File: src/rtl/mc_defs.sv
// Shared encodings for the multi-cycle MIPS main controller: FSM states,
// opcode/funct values, instruction classes and datapath select codes.
package mc_defs;

    typedef enum logic [2:0] {
        S_FETCH  = 3'd0,
        S_DECODE = 3'd1,
        S_EXE    = 3'd2,
        S_MEM    = 3'd3,
        S_WB     = 3'd4
    } state_t;

    typedef enum logic [3:0] {
        C_ADDU,
        C_SUBU,
        C_JR,
        C_NOP,
        C_ORI,
        C_LW,
        C_SW,
        C_BEQ,
        C_LUI,
        C_J,
        C_JAL,
        C_ILL
    } instr_class_t;

    localparam logic [5:0] OP_RTYPE = 6'h00;
    localparam logic [5:0] OP_ORI   = 6'h0D;
    localparam logic [5:0] OP_LW    = 6'h23;
    localparam logic [5:0] OP_SW    = 6'h2B;
    localparam logic [5:0] OP_BEQ   = 6'h04;
    localparam logic [5:0] OP_LUI   = 6'h0F;
    localparam logic [5:0] OP_J     = 6'h02;
    localparam logic [5:0] OP_JAL   = 6'h03;

    localparam logic [5:0] FN_ADDU  = 6'h21;
    localparam logic [5:0] FN_SUBU  = 6'h23;
    localparam logic [5:0] FN_JR    = 6'h08;

    localparam logic [1:0] EXT_ZERO = 2'b00;
    localparam logic [1:0] EXT_SIGN = 2'b01;
    localparam logic [1:0] EXT_LUI  = 2'b10;

    localparam logic [1:0] ALU_ADD  = 2'b00;
    localparam logic [1:0] ALU_SUB  = 2'b01;
    localparam logic [1:0] ALU_OR   = 2'b10;

    localparam logic [1:0] NPC_PC4  = 2'b00;
    localparam logic [1:0] NPC_BR   = 2'b01;
    localparam logic [1:0] NPC_JMP  = 2'b10;
    localparam logic [1:0] NPC_REG  = 2'b11;

    localparam logic [1:0] DST_RT   = 2'b00;
    localparam logic [1:0] DST_RD   = 2'b01;
    localparam logic [1:0] DST_RA   = 2'b10;

    localparam logic [1:0] WD_ALU   = 2'b00;
    localparam logic [1:0] WD_MDR   = 2'b01;
    localparam logic [1:0] WD_PC    = 2'b10;

endpackage

File: src/rtl/mc_ctrl_if.sv
// Controller <-> datapath control bundle. The controller (master) reads the
// IR and ALU zero flag and drives every enable, select and status signal.
interface mc_ctrl_if
    import mc_defs::*;
#(
    parameter int CNT_W = 32
) ();

    // No handshake: enables are single-cycle strobes that take effect on the
    // next rising clock edge; selects only matter while their enable is high.
    logic [31:0]      instr;
    logic             zero;
    logic             pc_we;
    logic             ir_we;
    logic [1:0]       npc_sel;
    logic             reg_we;
    logic [1:0]       reg_dst;
    logic [1:0]       wd_sel;
    logic             alu_src;
    logic [1:0]       alu_op;
    logic [1:0]       ext_op;
    logic             mem_we;
    logic             retire;
    logic [CNT_W-1:0] retired_cnt;
    state_t           state;

    modport master (
        input  instr, zero,
        output pc_we, ir_we, npc_sel, reg_we, reg_dst, wd_sel,
               alu_src, alu_op, ext_op, mem_we, retire, retired_cnt, state
    );

    modport slave (
        output instr, zero,
        input  pc_we, ir_we, npc_sel, reg_we, reg_dst, wd_sel,
               alu_src, alu_op, ext_op, mem_we, retire, retired_cnt, state
    );

endinterface

File: src/rtl/mc_decode.sv
// Combinational instruction classifier plus the state-independent datapath
// controls (immediate extension, ALU operation and ALU B-operand select).
module mc_decode
    import mc_defs::*;
(
    input  logic [31:0]  instr,
    output instr_class_t cls,
    output logic [1:0]   ext_op,
    output logic [1:0]   alu_op,
    output logic         alu_src
);

    logic [5:0] op;
    logic [5:0] funct;

    assign op    = instr[31:26];
    assign funct = instr[5:0];

    always_comb begin
        cls = C_ILL;
        case (op)
            OP_RTYPE: begin
                // Only the all-zero word is nop; other funct=0 encodings are unknown.
                if (instr == 32'h0) begin
                    cls = C_NOP;
                end else begin
                    case (funct)
                        FN_ADDU: cls = C_ADDU;
                        FN_SUBU: cls = C_SUBU;
                        FN_JR:   cls = C_JR;
                        default: cls = C_ILL;
                    endcase
                end
            end
            OP_ORI:  cls = C_ORI;
            OP_LW:   cls = C_LW;
            OP_SW:   cls = C_SW;
            OP_BEQ:  cls = C_BEQ;
            OP_LUI:  cls = C_LUI;
            OP_J:    cls = C_J;
            OP_JAL:  cls = C_JAL;
            default: cls = C_ILL;
        endcase
    end

    always_comb begin
        ext_op  = EXT_ZERO;
        alu_op  = ALU_ADD;
        alu_src = 1'b0;
        case (cls)
            C_ADDU: alu_op = ALU_ADD;
            C_SUBU: alu_op = ALU_SUB;
            C_ORI: begin
                ext_op  = EXT_ZERO;
                alu_op  = ALU_OR;
                alu_src = 1'b1;
            end
            C_LW, C_SW: begin
                ext_op  = EXT_SIGN;
                alu_op  = ALU_ADD;
                alu_src = 1'b1;
            end
            C_BEQ: begin
                ext_op  = EXT_SIGN;
                alu_op  = ALU_SUB;
            end
            // lui is $0 | (imm<<16): the extender does the shift, the ALU ORs with zero.
            C_LUI: begin
                ext_op  = EXT_LUI;
                alu_op  = ALU_OR;
                alu_src = 1'b1;
            end
            default: begin
                ext_op  = EXT_ZERO;
                alu_op  = ALU_ADD;
                alu_src = 1'b0;
            end
        endcase
    end

endmodule

File: src/rtl/mc_ctrl.sv
// Multi-cycle main controller: FETCH/DECODE/EXE/MEM/WB sequencer, write
// enables and next-PC/writeback selects, plus a retired-instruction counter.
module mc_ctrl
    import mc_defs::*;
#(
    parameter int CNT_W          = 32,
    parameter bit ILLEGAL_AS_NOP = 1'b1
) (
    input  logic      clk,
    input  logic      reset,
    mc_ctrl_if.master bus
);

    state_t           state_q;
    logic [CNT_W-1:0] cnt_q;
    instr_class_t     cls;

    logic       pc_we_w;
    logic       ir_we_w;
    logic       reg_we_w;
    logic       mem_we_w;
    logic       retire_w;
    logic [1:0] npc_sel_w;
    logic [1:0] reg_dst_w;
    logic [1:0] wd_sel_w;

    mc_decode u_decode (
        .instr   (bus.instr),
        .cls     (cls),
        .ext_op  (bus.ext_op),
        .alu_op  (bus.alu_op),
        .alu_src (bus.alu_src)
    );

    always_ff @(posedge clk) begin
        if (reset) begin
            state_q <= S_FETCH;
            cnt_q   <= '0;
        end else begin
            if (retire_w) begin
                cnt_q <= cnt_q + CNT_W'(1);
            end
            case (state_q)
                S_FETCH: state_q <= S_DECODE;
                S_DECODE: begin
                    case (cls)
                        C_J, C_JAL, C_JR, C_NOP: state_q <= S_FETCH;
                        C_ILL: state_q <= ILLEGAL_AS_NOP ? S_FETCH : S_DECODE;
                        default: state_q <= S_EXE;
                    endcase
                end
                S_EXE: begin
                    case (cls)
                        C_BEQ:      state_q <= S_FETCH;
                        C_LW, C_SW: state_q <= S_MEM;
                        default:    state_q <= S_WB;
                    endcase
                end
                S_MEM:   state_q <= (cls == C_LW) ? S_WB : S_FETCH;
                S_WB:    state_q <= S_FETCH;
                default: state_q <= S_FETCH;
            endcase
        end
    end

    // Enables are gated by reset here so the edge that applies reset never writes.
    always_comb begin
        pc_we_w   = 1'b0;
        ir_we_w   = 1'b0;
        reg_we_w  = 1'b0;
        mem_we_w  = 1'b0;
        retire_w  = 1'b0;
        npc_sel_w = NPC_PC4;
        reg_dst_w = DST_RT;
        wd_sel_w  = WD_ALU;
        case (state_q)
            S_FETCH: begin
                ir_we_w = 1'b1;
                pc_we_w = 1'b1;
            end
            S_DECODE: begin
                case (cls)
                    C_J: begin
                        pc_we_w   = 1'b1;
                        npc_sel_w = NPC_JMP;
                        retire_w  = 1'b1;
                    end
                    // The PC register already holds PC+4, which is the link value.
                    C_JAL: begin
                        pc_we_w   = 1'b1;
                        npc_sel_w = NPC_JMP;
                        reg_we_w  = 1'b1;
                        reg_dst_w = DST_RA;
                        wd_sel_w  = WD_PC;
                        retire_w  = 1'b1;
                    end
                    C_JR: begin
                        pc_we_w   = 1'b1;
                        npc_sel_w = NPC_REG;
                        retire_w  = 1'b1;
                    end
                    C_NOP: retire_w = 1'b1;
                    C_ILL: retire_w = ILLEGAL_AS_NOP;
                    default: ;
                endcase
            end
            S_EXE: begin
                if (cls == C_BEQ) begin
                    pc_we_w   = bus.zero;
                    npc_sel_w = NPC_BR;
                    retire_w  = 1'b1;
                end
            end
            S_MEM: begin
                if (cls == C_SW) begin
                    mem_we_w = 1'b1;
                    retire_w = 1'b1;
                end
            end
            S_WB: begin
                reg_we_w = 1'b1;
                retire_w = 1'b1;
                case (cls)
                    C_ADDU, C_SUBU: reg_dst_w = DST_RD;
                    C_LW:           wd_sel_w  = WD_MDR;
                    default: ;
                endcase
            end
            default: ;
        endcase
        if (reset) begin
            pc_we_w  = 1'b0;
            ir_we_w  = 1'b0;
            reg_we_w = 1'b0;
            mem_we_w = 1'b0;
            retire_w = 1'b0;
        end
    end

    assign bus.pc_we       = pc_we_w;
    assign bus.ir_we       = ir_we_w;
    assign bus.reg_we      = reg_we_w;
    assign bus.mem_we      = mem_we_w;
    assign bus.retire      = retire_w;
    assign bus.npc_sel     = npc_sel_w;
    assign bus.reg_dst     = reg_dst_w;
    assign bus.wd_sel      = wd_sel_w;
    assign bus.retired_cnt = cnt_q;
    assign bus.state       = state_q;

endmodule
File: src/flat_wrapper.sv
// flat-port wrapper written by rule: the top's interface ports become plain ports
module mc_ctrl_flat import mc_defs::*;
#(
    parameter int CNT_W          = 32,
    parameter bit ILLEGAL_AS_NOP = 1'b1
)
  (clk, reset, bus_instr, bus_zero, bus_pc_we, bus_ir_we, bus_npc_sel, bus_reg_we, bus_reg_dst, bus_wd_sel, bus_alu_src, bus_alu_op, bus_ext_op, bus_mem_we, bus_retire, bus_retired_cnt, bus_state);
  mc_ctrl_if #(.CNT_W(CNT_W)) bus_i ();
  input  logic clk;
  input  logic reset;
  input wire logic [$bits(bus_i.instr)-1:0] bus_instr;
  input wire logic [$bits(bus_i.zero)-1:0] bus_zero;
  output wire logic [$bits(bus_i.pc_we)-1:0] bus_pc_we;
  output wire logic [$bits(bus_i.ir_we)-1:0] bus_ir_we;
  output wire logic [$bits(bus_i.npc_sel)-1:0] bus_npc_sel;
  output wire logic [$bits(bus_i.reg_we)-1:0] bus_reg_we;
  output wire logic [$bits(bus_i.reg_dst)-1:0] bus_reg_dst;
  output wire logic [$bits(bus_i.wd_sel)-1:0] bus_wd_sel;
  output wire logic [$bits(bus_i.alu_src)-1:0] bus_alu_src;
  output wire logic [$bits(bus_i.alu_op)-1:0] bus_alu_op;
  output wire logic [$bits(bus_i.ext_op)-1:0] bus_ext_op;
  output wire logic [$bits(bus_i.mem_we)-1:0] bus_mem_we;
  output wire logic [$bits(bus_i.retire)-1:0] bus_retire;
  output wire logic [$bits(bus_i.retired_cnt)-1:0] bus_retired_cnt;
  output wire logic [$bits(bus_i.state)-1:0] bus_state;
  assign bus_i.instr = bus_instr;
  assign bus_i.zero = bus_zero;
  assign bus_pc_we = bus_i.pc_we;
  assign bus_ir_we = bus_i.ir_we;
  assign bus_npc_sel = bus_i.npc_sel;
  assign bus_reg_we = bus_i.reg_we;
  assign bus_reg_dst = bus_i.reg_dst;
  assign bus_wd_sel = bus_i.wd_sel;
  assign bus_alu_src = bus_i.alu_src;
  assign bus_alu_op = bus_i.alu_op;
  assign bus_ext_op = bus_i.ext_op;
  assign bus_mem_we = bus_i.mem_we;
  assign bus_retire = bus_i.retire;
  assign bus_retired_cnt = bus_i.retired_cnt;
  assign bus_state = bus_i.state;
  mc_ctrl #(.CNT_W(CNT_W), .ILLEGAL_AS_NOP(ILLEGAL_AS_NOP)) u_core (.clk(clk), .reset(reset), .bus(bus_i));
endmodule
File: config.mk
export PLATFORM = sky130hd
export DESIGN_NAME = mc_ctrl_flat
export DESIGN_NICKNAME = d
export VERILOG_FILES = /design/src/rtl/mc_defs.sv /design/src/rtl/mc_ctrl_if.sv /design/src/rtl/mc_decode.sv /design/src/rtl/mc_ctrl.sv /design/src/flat_wrapper.sv
export SDC_FILE = /design/constraint.sdc
export NUM_CORES = 1
export LEC_CHECK = 0
export ABC_AREA = 1
export BUFFER_PORTS_ARGS = -buffer_cell sky130_fd_sc_hd__buf_2
export CORE_AREA = 2 2 86 104
export DETAILED_ROUTE_END_ITERATION = 8
export DIE_AREA = 0 0 88 106
export GPL_TIMING_DRIVEN = 0
export MAX_ROUTING_LAYER = met4
export RECOVER_POWER = 25
export SYNTH_ARGS = -nofsm -noshare
export SYNTH_HDL_FRONTEND = slang
export SYNTH_SLANG_ARGS = --single-unit
File: constraint.sdc
create_clock -name clk -period 2.32 [get_ports clk]
set_clock_uncertainty 0.05 [all_clocks]
set_input_delay 0.116 -clock clk [delete_from_list [all_inputs] [get_ports clk]]
set_output_delay 0.116 -clock clk [all_outputs]
set_load 0.02 [all_outputs]
==> results.txt <==
The run finished with clean final reports. The routed length per instance is ~12 um. The final count of hold timing violations came to 0. STA classifies the critical path startpoint as a flop. The number of gates resized after cts is 0.

The remaining routing DRC violations came out at 0. Relative to the synthesized area, the layout overhead comes to 24.6%. The worst hold path cell count is 4. The register clock-pin slew on the reported worst setup and hold paths came out at 0.06 ns. The combined area of all synthesized cells is roughly 2600 sq um.

The post-detailed-route via-to-cell ratio is 4.79. The number of port buffers is 85. The path category of the worst min-delay check is input port to flop. The stage delay of the slowest cell on the critical path is about 0.40 ns. The worst register-to-register path ends at u_core.bus.retired_cnt[24]. The number of warnings printed during yosys synthesis came out at 0. The number of nets produced by synthesis is 464. The flip-flop and latch count after synthesis is 35. For this run, the register share of the synthesized area comes to 0.268. The violation count after the first detailed-route iteration came out at 122. The largest net degree at the start of global routing is 11.

The worst register-to-register path has a setup slack of about 0.28 ns. The number of iterations in the first detailed-routing pass came out at 5. The total power consumption of the routed design is between 1 and 1.5 mW. After synthesis, the cell types taking the most area are sky130_fd_sc_hd__dfxtp_1, sky130_fd_sc_hd__nand2_1, sky130_fd_sc_hd__nor2_1, sky130_fd_sc_hd__nand3_1, sky130_fd_sc_hd__inv_1. The count of buffers added by post-CTS timing repair for setup is 0.

The clock tree buffer depth is 2. The wire-length estimate of the detail-placed layout is 6.27 mm. The post-route minimum period is 2.05 ns. The cell at the root of the clock tree is sky130_fd_sc_hd__clkbuf_8. In this run the static leakage power is 1.48 nW. The initialized floorplan defines 37 standard-cell rows.

The clock latency reported for the late side of the worst-skew pair came out at 0.29 ns. In this run the critical register-to-register path is launched from u_core.bus.retired_cnt[0]. 0 antenna diodes ended up in the layout.

The highest clock frequency the design can meet is 487 MHz. The share of the clock period used by the worst path after layout is 0.885. Hold repair after CTS inserted 0 buffers. The number of clock sinks is 35. The global-route wire length before repair came out at 13.0 mm.

The via count came out at 3,044. The total setup violations reported at the end of the flow came out at 0. The count of nets left with antenna violations after detail routing came out at 0. The area enclosed by the die boundary is 9330 sq um.

The routed wire length came out at 7.95 mm. Of the post-synthesis cell area, the dominant cell type holds 0.268. In this run the number of H-tree levels came out at 2. For the pin with the worst max-slew slack, the measured transition is 0.636 ns. The global router's overall resource usage came out at 0.178. The largest fanout on the critical path came out at 10. The mean cell area of the mapped netlist came out at 6.10 sq um. TritonCTS built the clock tree. The slowest stage of the critical path is the sky130_fd_sc_hd__dfxtp_1 cell. The starting density of the core is 0.311. The required time of the critical path came out at 2.15 ns. The final net count came out at 556. The sum of overflow across all layers after global routing came out at 0. The count of final max-slew check failures came out at 0. The maximum ir drop on the vdd rail is between 0.15 and 0.2 mV. The number of cell instances on the worst register-to-register path came out at 10.

The worst hold path terminates at u_core.bus.state[2]. The kind of end point of the critical path is an output port. The share of flip-flops with an asynchronous set or reset came out at 0. In this run the count of I/O pins placed on the die edge is 86. Setup repair after global routing left no endpoint under its margin. In this run, synthesis inferred 0 flip-flops with an integrated enable. The height of the die is approximately 110 um. After technology mapping, the gate count stands at about 430. The number of distinct library cells after synthesis is 32. In this run the tightest slew margin relative to its limit is 0.576.

Max-cap violations in this run came to 0. The floorplan step set the die width to 88 um. The share of layout cells above drive strength 1 came out at 0.206. The power density normalized to cell area came out at 382 nW/um^2. The most used flip-flop cell after synthesis is sky130_fd_sc_hd__dfxtp_1.

The via count of the first global-routing pass came out at 2,864. The start point of the worst hold path is bus_instr[28]. The most prevalent standard cell on the critical path is sky130_fd_sc_hd__inv_1. The critical path goes through inv_1, nor3_1, inv_1, nor2_2, nor2_1, nand2_4, nand2_2, buf_4, inv_1, buf_2. The final weighted congestion in routability-driven placement is 0.897. At the worst endpoint, the arrival time is 1.89 ns. The setup path with the least slack is of type flop to output port. TritonCTS created 5 clock buffers. The floorplan core area came out at 8380 sq um.

The number of antenna violations at the first check in global routing is 0. The count of fill cells added during filler insertion came out at ~950. For the final routed database, the setup TNS stands at 0 ns.

The synthesized design spends more area on one cell type than any other, namely sky130_fd_sc_hd__dfxtp_1.
## synthesized netlist by cell type, types with 5 or more instances
master                    instances
sky130_fd_sc_hd__nand2_1        111
sky130_fd_sc_hd__nor2_1          67
sky130_fd_sc_hd__inv_1           49
sky130_fd_sc_hd__nand3_1         42
sky130_fd_sc_hd__dfxtp_1         35
sky130_fd_sc_hd__a21oi_1         27
sky130_fd_sc_hd__nor3_1          15
sky130_fd_sc_hd__nand4_1         14
sky130_fd_sc_hd__nor4_1           8
sky130_fd_sc_hd__xnor2_1          8
sky130_fd_sc_hd__nand3_2          6
sky130_fd_sc_hd__a21oi_2          5
sky130_fd_sc_hd__xor2_1           5
## sequential cells by signal (all words and copies together) (netlist names)
signal                  count
u_core.bus.retired_cnt     32
u_core.bus.state            3
## kinds of logic after synthesis
| group | count (synthesis) | synth area share |
|---|---|---|
| compound gates | 39 | 0.0872 |
| xor+xnor | 13 | 0.0436 |
| fa+ha+maj | 1 | 0.00479 |
| buf+inv | 61 | 0.107 |
| flops | 35 | 0.268 |
| simple gates | 279 | 0.489 |
## metrics by stage
step	util	cells	cell area (sq um)	hold slack [ns]	worst slack, ns
after floorplan	-	428	2610	0.271	0.384
after global placement	0.380	630	3180	0.434	0.120
after detailed placement	0.380	630	3180	0.439	0.120
after CTS	0.388	636	3250	0.169	0.103
after global routing	0.388	636	3250	0.184	0.0323
final	0.388	636	3250	0.187	0.268
## per-layer routing
| layer | GRT usage | share of wire | routed length [um] |
|---|---|---|---|
| met5 | - | 0 | 0 |
| met4 | 0.0637 | 0.016 | 126 |
| met3 | 0.0303 | 0.048 | 382 |
| met2 | 0.291 | 0.50 | 3990 |
| met1 | 0.221 | 0.43 | 3450 |
## how the worst max path moves through the flow
| stage | start | to | slack, ns |
|---|---|---|---|
| final | u_core.bus.state[1] | bus_retire | 0.27 |
| after global routing | u_core.bus.state[1] | bus_retire | 0.03 |
| after CTS | u_core.bus.retired_cnt[0] | u_core.bus.retired_cnt[24] | 0.10 |
| after global placement | u_core.bus.retired_cnt[0] | u_core.bus.retired_cnt[24] | 0.12 |
| after detailed placement | u_core.bus.retired_cnt[0] | u_core.bus.retired_cnt[24] | 0.12 |
| after floorplan | u_core.bus.retired_cnt[0] | u_core.bus.retired_cnt[24] | 0.38 |
## critical path: cells and delay by family (launching register included)
kind | cells | cell delay [ns]
buf+inv | 5 | 0.55
simple gates | 5 | 0.64
flops | 1 | 0.40
## cells in the final DEF, fill, tap and decap left out, types with 5 or more instances in the layout
master                     instances
sky130_fd_sc_hd__nand4_1          14
sky130_fd_sc_hd__nand2_1         111
sky130_fd_sc_hd__nand3_2           6
sky130_fd_sc_hd__clkbuf_8          5
sky130_fd_sc_hd__a21oi_2           5
sky130_fd_sc_hd__xor2_1            5
sky130_fd_sc_hd__buf_2            68
sky130_fd_sc_hd__nand3_1          42
sky130_fd_sc_hd__nor4_1            7
sky130_fd_sc_hd__nor3_1           12
sky130_fd_sc_hd__xnor2_1           8
sky130_fd_sc_hd__nor2_1           66
sky130_fd_sc_hd__clkbuf_1         24
sky130_fd_sc_hd__inv_1            49
sky130_fd_sc_hd__dfxtp_1          35
sky130_fd_sc_hd__a21oi_1          27
## area by class of cell
class / count / area, sq um / area share
Buffer: 12 / 95.1 / 0.0292
Clock buffer: 6 / 72.6 / 0.0223
Inverter: 49 / 184 / 0.0565
Multi-Input combinational cell: 332 / 1650 / 0.508
Sequential cell: 35 / 701 / 0.215
Tap cell: 117 / 146 / 0.0450
Timing Repair Buffer: 85 / 400 / 0.123
## power breakdown
part	switching (mW)	total, mW	internal, mW	leakage [nW]
Combinational	0.138	0.218	0.0805	1.16
Clock	0.210	0.410	0.200	0.0371
Sequential	0.00688	0.613	0.607	0.282
Total	0.354	1.24	0.887	1.48
(Power assumes the default switching activity.)
